## src/rtl/wifi_uart_pkg.sv

```systemverilog
// Shared definitions for the WiFi-module UART link (transmitter and the
// matching receiver): 8N1 frame constants, FSM state encodings and the
// clocks-per-bit divisor computation.
package wifi_uart_pkg;

  // 8N1 framing
  localparam int   DATA_BITS  = 8;
  localparam int   FRAME_BITS = 1 + DATA_BITS + 1;
  localparam logic START_BIT  = 1'b0;
  localparam logic STOP_BIT   = 1'b1;

  // Line FSM states
  typedef logic [1:0] uart_state_t;
  localparam uart_state_t ST_IDLE  = 2'd0;
  localparam uart_state_t ST_START = 2'd1;
  localparam uart_state_t ST_DATA  = 2'd2;
  localparam uart_state_t ST_STOP  = 2'd3;

  // Clocks per line bit, rounded to nearest: round(clk_hz / baud).
  function automatic int baud_div(input int clk_hz, input int baud);
    return (clk_hz + baud / 2) / baud;
  endfunction

endpackage

```

## src/rtl/wifi_uart_tx_if.sv

```systemverilog
// Byte-stream + serial-line bundle for wifi_uart_tx.
//   tx_data/tx_valid/tx_ready : byte push handshake into the TX FIFO
//   uart_txd                  : serial line to the WiFi module RX pin
//   uart_cts_n                : clear-to-send from the WiFi module (async)
//   fifo_level, busy          : status
// master = byte producer / line partner, slave = the transmitter.
interface wifi_uart_tx_if #(
  parameter int FIFO_DEPTH = 16
);
  localparam int LVL_W = $clog2(FIFO_DEPTH) + 1;

  logic [7:0]       tx_data;
  logic             tx_valid;
  logic             tx_ready;
  logic             uart_txd;
  logic             uart_cts_n;
  logic [LVL_W-1:0] fifo_level;
  logic             busy;

  modport master (
    output tx_data, tx_valid, uart_cts_n,
    input  tx_ready, uart_txd, fifo_level, busy
  );

  modport slave (
    input  tx_data, tx_valid, uart_cts_n,
    output tx_ready, uart_txd, fifo_level, busy
  );

endinterface

```

## src/rtl/wifi_uart_fifo.sv

```systemverilog
// Synchronous single-clock FIFO with a registered occupancy count.
//   clk, rst_n       : clock, async active-low reset
//   push_i, wdata_i  : write request/data (ignored when full)
//   pop_i, rdata_o   : read request (ignored when empty), head entry
//   level_o          : entries held, 0..DEPTH
//   full_o, empty_o  : decoded from level_o
module wifi_uart_fifo #(
  parameter int DEPTH = 16,
  parameter int W     = 8,
  localparam int AW    = $clog2(DEPTH),
  localparam int LVL_W = AW + 1
) (
  input  logic             clk,
  input  logic             rst_n,
  input  logic             push_i,
  input  logic [W-1:0]     wdata_i,
  input  logic             pop_i,
  output logic [W-1:0]     rdata_o,
  output logic [LVL_W-1:0] level_o,
  output logic             full_o,
  output logic             empty_o
);

  logic [W-1:0]     mem_q [DEPTH];
  logic [AW-1:0]    wr_ptr_q, rd_ptr_q;
  logic [LVL_W-1:0] level_q, level_d;
  logic             push_ok, pop_ok;

  assign full_o  = (level_q == LVL_W'(DEPTH));
  assign empty_o = (level_q == '0);
  assign push_ok = push_i & ~full_o;
  assign pop_ok  = pop_i & ~empty_o;
  assign rdata_o = mem_q[rd_ptr_q];
  assign level_o = level_q;

  always_comb begin
    level_d = level_q;
    case ({push_ok, pop_ok})
      2'b10:   level_d = level_q + 1'b1;
      2'b01:   level_d = level_q - 1'b1;
      default: level_d = level_q;
    endcase
  end

  // Storage needs no reset: level/pointers define what is valid.
  always_ff @(posedge clk) begin
    if (push_ok) mem_q[wr_ptr_q] <= wdata_i;
  end

  // DEPTH is a power of two, so the pointers wrap by natural overflow.
  always_ff @(posedge clk or negedge rst_n) begin
    if (!rst_n) begin
      wr_ptr_q <= '0;
      rd_ptr_q <= '0;
      level_q  <= '0;
    end else begin
      if (push_ok) wr_ptr_q <= wr_ptr_q + 1'b1;
      if (pop_ok)  rd_ptr_q <= rd_ptr_q + 1'b1;
      level_q <= level_d;
    end
  end

endmodule

```

## src/rtl/wifi_uart_tx.sv

```systemverilog
// 8N1 UART transmitter toward a WiFi module, with CTS flow control and a
// byte FIFO in front of the line.
//   clk_clk       : system clock
//   reset_reset_n : async active-low reset
//   bus (slave)   : tx_data/tx_valid/tx_ready push port, uart_txd line,
//                   uart_cts_n flow control, fifo_level and busy status
module wifi_uart_tx
  import wifi_uart_pkg::*;
#(
  parameter int CLK_HZ     = 50000000,
  parameter int BAUD       = 115200,
  parameter int FIFO_DEPTH = 16
) (
  input logic           clk_clk,
  input logic           reset_reset_n,
  wifi_uart_tx_if.slave bus
);

  localparam int DIV   = baud_div(CLK_HZ, BAUD);
  localparam int CNT_W = (DIV > 1) ? $clog2(DIV) : 1;
  localparam int LVL_W = $clog2(FIFO_DEPTH) + 1;

  // CTS synchronizer; resets to "not clear" so nothing leaves early.
  logic cts_meta_q, cts_s_q;

  always_ff @(posedge clk_clk or negedge reset_reset_n) begin
    if (!reset_reset_n) begin
      cts_meta_q <= 1'b1;
      cts_s_q    <= 1'b1;
    end else begin
      cts_meta_q <= bus.uart_cts_n;
      cts_s_q    <= cts_meta_q;
    end
  end

  // FIFO
  logic             push, pop;
  logic [7:0]       head;
  logic [LVL_W-1:0] level;
  logic             full, empty;

  assign push = bus.tx_valid & ~full;

  wifi_uart_fifo #(.DEPTH(FIFO_DEPTH), .W(8)) u_fifo (
    .clk     (clk_clk),
    .rst_n   (reset_reset_n),
    .push_i  (push),
    .wdata_i (bus.tx_data),
    .pop_i   (pop),
    .rdata_o (head),
    .level_o (level),
    .full_o  (full),
    .empty_o (empty)
  );

  // Line FSM
  uart_state_t      state_q, state_d;
  logic [CNT_W-1:0] baud_cnt_q, baud_cnt_d;
  logic [2:0]       bit_cnt_q, bit_cnt_d;
  logic [7:0]       shift_q, shift_d;
  logic             txd_q, txd_d;
  logic             bit_end, can_start;

  assign bit_end   = (baud_cnt_q == CNT_W'(DIV - 1));
  assign can_start = ~empty & ~cts_s_q;

  always_comb begin
    state_d    = state_q;
    bit_cnt_d  = bit_cnt_q;
    shift_d    = shift_q;
    txd_d      = txd_q;
    pop        = 1'b0;
    baud_cnt_d = bit_end ? '0 : baud_cnt_q + 1'b1;
    case (state_q)
      ST_IDLE: begin
        baud_cnt_d = '0;
        txd_d      = STOP_BIT;
        if (can_start) begin
          state_d   = ST_START;
          pop       = 1'b1;
          shift_d   = head;
          bit_cnt_d = '0;
          txd_d     = START_BIT;
        end
      end
      ST_START: begin
        if (bit_end) begin
          state_d = ST_DATA;
          txd_d   = shift_q[0];
        end
      end
      ST_DATA: begin
        if (bit_end) begin
          if (bit_cnt_q == 3'(DATA_BITS - 1)) begin
            state_d = ST_STOP;
            txd_d   = STOP_BIT;
          end else begin
            bit_cnt_d = bit_cnt_q + 1'b1;
            shift_d   = {1'b0, shift_q[7:1]};
            txd_d     = shift_q[1];
          end
        end
      end
      ST_STOP: begin
        // End of stop bit doubles as the IDLE decision point so that
        // queued bytes go out back-to-back without an extra idle bit.
        if (bit_end) begin
          if (can_start) begin
            state_d   = ST_START;
            pop       = 1'b1;
            shift_d   = head;
            bit_cnt_d = '0;
            txd_d     = START_BIT;
          end else begin
            state_d = ST_IDLE;
          end
        end
      end
      default: begin
        state_d = ST_IDLE;
        txd_d   = STOP_BIT;
      end
    endcase
  end

  always_ff @(posedge clk_clk or negedge reset_reset_n) begin
    if (!reset_reset_n) begin
      state_q    <= ST_IDLE;
      baud_cnt_q <= '0;
      bit_cnt_q  <= '0;
      shift_q    <= '0;
      txd_q      <= 1'b1;
    end else begin
      state_q    <= state_d;
      baud_cnt_q <= baud_cnt_d;
      bit_cnt_q  <= bit_cnt_d;
      shift_q    <= shift_d;
      txd_q      <= txd_d;
    end
  end

  assign bus.uart_txd   = txd_q;
  assign bus.tx_ready   = ~full;
  assign bus.fifo_level = level;
  assign bus.busy       = (state_q != ST_IDLE);

endmodule

```

## src/flat_wrapper.sv

```systemverilog
// flat-port wrapper written by rule: the top's interface ports become plain ports
module wifi_uart_tx_flat import wifi_uart_pkg::*;
#(
  parameter int CLK_HZ     = 50000000,
  parameter int BAUD       = 115200,
  parameter int FIFO_DEPTH = 16
)
  (clk_clk, reset_reset_n, bus_tx_data, bus_tx_valid, bus_uart_cts_n, bus_tx_ready, bus_uart_txd, bus_fifo_level, bus_busy);
  wifi_uart_tx_if #(.FIFO_DEPTH(FIFO_DEPTH)) bus_i ();
  input logic clk_clk;
  input logic reset_reset_n;
  input wire logic [$bits(bus_i.tx_data)-1:0] bus_tx_data;
  input wire logic [$bits(bus_i.tx_valid)-1:0] bus_tx_valid;
  input wire logic [$bits(bus_i.uart_cts_n)-1:0] bus_uart_cts_n;
  output wire logic [$bits(bus_i.tx_ready)-1:0] bus_tx_ready;
  output wire logic [$bits(bus_i.uart_txd)-1:0] bus_uart_txd;
  output wire logic [$bits(bus_i.fifo_level)-1:0] bus_fifo_level;
  output wire logic [$bits(bus_i.busy)-1:0] bus_busy;
  assign bus_i.tx_data = bus_tx_data;
  assign bus_i.tx_valid = bus_tx_valid;
  assign bus_i.uart_cts_n = bus_uart_cts_n;
  assign bus_tx_ready = bus_i.tx_ready;
  assign bus_uart_txd = bus_i.uart_txd;
  assign bus_fifo_level = bus_i.fifo_level;
  assign bus_busy = bus_i.busy;
  wifi_uart_tx #(.CLK_HZ(CLK_HZ), .BAUD(BAUD), .FIFO_DEPTH(FIFO_DEPTH)) u_core (.clk_clk(clk_clk), .reset_reset_n(reset_reset_n), .bus(bus_i));
endmodule
```

## config.mk

```make
export PLATFORM = sky130hd
export DESIGN_NAME = wifi_uart_tx_flat
export DESIGN_NICKNAME = d
export VERILOG_FILES = /design/src/rtl/wifi_uart_pkg.sv /design/src/rtl/wifi_uart_tx_if.sv /design/src/rtl/wifi_uart_fifo.sv /design/src/rtl/wifi_uart_tx.sv /design/src/flat_wrapper.sv
export SDC_FILE = /design/constraint.sdc
export NUM_CORES = 1
export LEC_CHECK = 0
export CORE_MARGIN = 2
export CORE_UTILIZATION = 60
export CTS_BUF_LIST = sky130_fd_sc_hd__clkbuf_4 sky130_fd_sc_hd__clkbuf_8
export DETAILED_ROUTE_END_ITERATION = 8
export GPL_TIMING_DRIVEN = 0
export PLACE_DENSITY = 0.76
export SLEW_MARGIN = 20
export SYNTH_ARGS = -nofsm -noshare
export SYNTH_HDL_FRONTEND = slang
export SYNTH_SLANG_ARGS = --single-unit
```

## constraint.sdc

```tcl
create_clock -name clk_clk -period 7 [get_ports clk_clk]
set_clock_uncertainty 0.2 [all_clocks]
set_input_delay 1.75 -clock clk_clk [delete_from_list [all_inputs] [get_ports clk_clk]]
set_output_delay 1.75 -clock clk_clk [all_outputs]
set_load 0.1 [all_outputs]
```

==> flow_metrics.tcl <==
set metrics [dict create \
    status "complete, no violations" \
    wirelength_um 12470 \
    synth_nets 446 \
    final_hold_viol_count 0 \
    holdCritPathClass "flop to flop" \
    vias_per_cell 5.972 \
    place_ws_ps 2681 \
    crit_path_start_kind "flop" \
    cts-root-buf "clkbuf_8" \
    yosys_most_used_dff "edfxtp_1" \
    dpl.cell_count 577 \
    crit_chain "nor4_1 > nand2_1 > clkdlybuf4s50_1" \
    cts_max_level 4 \
    synth_edf_count 128 \
    setup_slack_ps 2378 \
    synth-seq-area-share_pct 68.64 \
    vias 3637 \
    filler_cell_count 764 \
    drc 0 \
    ys_ff_latch 166 \
    period_share_pct 66.03 \
    fin_setup_tns_ps 0 \
    synth_area_um2 6990 \
    critPathSlowestCell "clkdlybuf4s50_1" \
    core_area_um2 11420 \
    gp_congestion 0.7922 \
    layout-drive-gt1-share_pct 19.74 \
    slew_headroom_pct 34.75 \
    clk_path_buf_depth 2 \
    worstMarginPinSlew_ps 975.7 \
    clkSinkCount 166 \
    area_growth_pct 10.85 \
    die-area_um2 12530 \
    synth_top_family_by_area "multiplexers" \
    peakVddDrop_mv 0.2197 \
    wl_per_cell_um 20.47 \
    dr.first_iter.drc_count 359 \
    synth_cell_type_count 49 \
    track_usage_pct 21.80 \
    leakage_nw 2.776 \
    end_kind "primary output" \
    first_pass_iters 5 \
    worstPathMaxFanout 5 \
    slowest_delay_ps 990 \
    final_cell_area_um2 7749 \
    critPathKind "flop to primary output" \
    numCtsBuffers 17 \
    fin_nets 485 \
    async_flop_share_pct 22.89 \
    synth-simple-area-share_pct 5.191 \
    synth_compound_area_share_pct 6.605 \
    clk_latency_ps 460 \
    placed_cell_area_um2 7402 \
    cp_data_required_time_ps 5050 \
    synthMuxAreaShare_pct 11.44 \
    cts_hold_buffers 0 \
    hpwl_um 8487 \
    synthAdderAreaFrac_pct 3.687 \
    clkTransAtPathRegs_ps 80 \
    start_util_pct 61.22 \
    postCtsSetupRepairBufs 0 \
    power.total_mw 2.206 \
    ios 20 \
    fmax_mhz 216.4 \
    maxCapViolCount 0 \
    grt_pass1_vias 3599 \
    rows 39 \
    die_w_um 111.9 \
    r2r_slack_ps 3750 \
    grt_max_degree 22 \
    arrival_ps 2670 \
    grt_pass1_wl_um 19760 \
    power_density_nw_per_um2 284.7 \
    antenna_found_initial 0 \
    setup_viol 0 \
    cts_resized 0 \
    rsz0062_at_grt "false" \
    postSynthCellCount 414 \
    synth_xor_area_share_pct 2.130 \
    stdcell_count 609 \
    io_buffers 19 \
    report.final.slew_viol_count 0 \
    avgSynthCellArea_um2 16.89 \
    ant_nets 0 \
    n_antenna_cell 0 \
    synth-warning-count 0 \
    cts_tree "yes" \
    overflow 0 \
    period_needed_ps 4622 \
    fp.dieH_um 111.9 \
]
## synth_stat cells (3+ instances only)
cell type / n / area, um2
a21o_1: 3 / 22.52
a21oi_1: 30 / 150.1
a22o_1: 3 / 26.28
a22oi_1: 16 / 120.1
and2_1: 4 / 25.02
buf_2: 5 / 25.02
buf_6: 4 / 45.04
clkbuf_2: 3 / 15.01
dfrtp_1: 35 / 875.8
dfstp_2: 3 / 78.83
edfxtp_1: 128 / 3844
ha_1: 19 / 237.7
inv_1: 9 / 33.78
mux2_2: 4 / 45.04
mux4_1: 5 / 131.4
mux4_2: 27 / 608.1
nand2_1: 16 / 60.06
nand3_1: 4 / 20.02
nand4_1: 3 / 18.77
nor2_1: 33 / 123.9
nor3_1: 4 / 20.02
o21ai_0: 6 / 30.03
xnor2_1: 11 / 96.34
xor2_1: 6 / 52.55
## where the power goes
| group | internal [mW] | switching [mW] |
|---|---|---|
| clock | 0.275 | 0.332 |
| sequential | 1.17 | 0.0383 |
| combinational | 0.114 | 0.281 |
## per-layer routing
metal	GRT usage, %	wire length (um)	vias to the layer above	share of wire (%)
li1	-	-	1690	-
met1	30.27	5377	1836	43
met2	33.70	6117	90	49
met3	5.825	731	21	5.9
met4	8.618	243	0	1.9
met5	0	0	-	0
## final cells by class
| type | instances | area, um2 | area share (%) |
|---|---|---|---|
| Timing Repair Buffer | 20 | 212.7 | 2.745 |
| Sequential cell | 166 | 4798 | 61.92 |
| Clock inverter | 15 | 112.6 | 1.453 |
| Multi-Input combinational cell | 221 | 2051 | 26.47 |
| Clock buffer | 17 | 234.0 | 3.020 |
| Inverter | 9 | 33.78 | 0.4360 |
| Tap cell | 143 | 178.9 | 2.309 |
| Buffer | 18 | 127.6 | 1.647 |
## state kept, by name, indices dropped and copies added (netlist names)
signal	cells
u_core.u_fifo.mem_q	128
u_core.baud_cnt_q	9
u_core.shift_q	8
u_core.u_fifo.level_o	5
u_core.u_fifo.rd_ptr_q	4
u_core.u_fifo.wr_ptr_q	4
u_core.bit_cnt_q	3
u_core.state_q	2
u_core.bus.uart_txd	1
u_core.cts_meta_q	1
u_core.cts_s_q	1
## per-stage QoR
step                hold WS [ps]  util (%)
floorplan                  145.2         -
global placement           146.3     64.45
detailed placement         153.0     64.83
CTS                        164.2     67.86
global route               170.5     67.86
finish                     160.8     67.86
## path summary, 6_finish.rpt
kind | start | endpoint | depth (start not counted)
worst max register to register | u_core.u_fifo.level_o[0] | u_core.u_fifo.level_o[4] | 12
worst max-delay path | u_core.u_fifo.level_o[0] | bus_tx_ready | 3
worst min register to register | u_core.cts_meta_q | u_core.cts_s_q | 0
max in group asynchronous | reset_reset_n | u_core.bus.uart_txd | 2
min in group asynchronous | reset_reset_n | u_core.u_fifo.wr_ptr_q[0] | 1
worst min-delay path | u_core.cts_meta_q | u_core.cts_s_q | 0
## placed cells by master, fill, tap and decap left out, types with 9 or more instances in the layout
master	n
edfxtp_1	128
clkdlybuf4s50_1	18
xnor2_1	11
inv_1	9
nor2_1	33
mux4_2	27
ha_1	19
nand2_1	16
dfrtp_1	35
a22oi_1	16
a21oi_1	30
clkbuf_8	17
## logic make-up (layout without fill, tap and decap cells)
kind of cell,after synthesis,count (layout)
flip-flops,166,166
AND/OR/NAND/NOR,77,77
AO/OA/AOI/OAI,70,70
multiplexers,37,37
buffers and inverters,27,79
adder cells (fa/ha/maj),20,20
XOR/XNOR,17,17
## critical path, delay by kind of cell (launching register included)
family / cells / cell delay, ps
flops: 1 / 450
buf+inv: 1 / 990
simple gates: 2 / 770
Power figures use the tool's default switching activity.
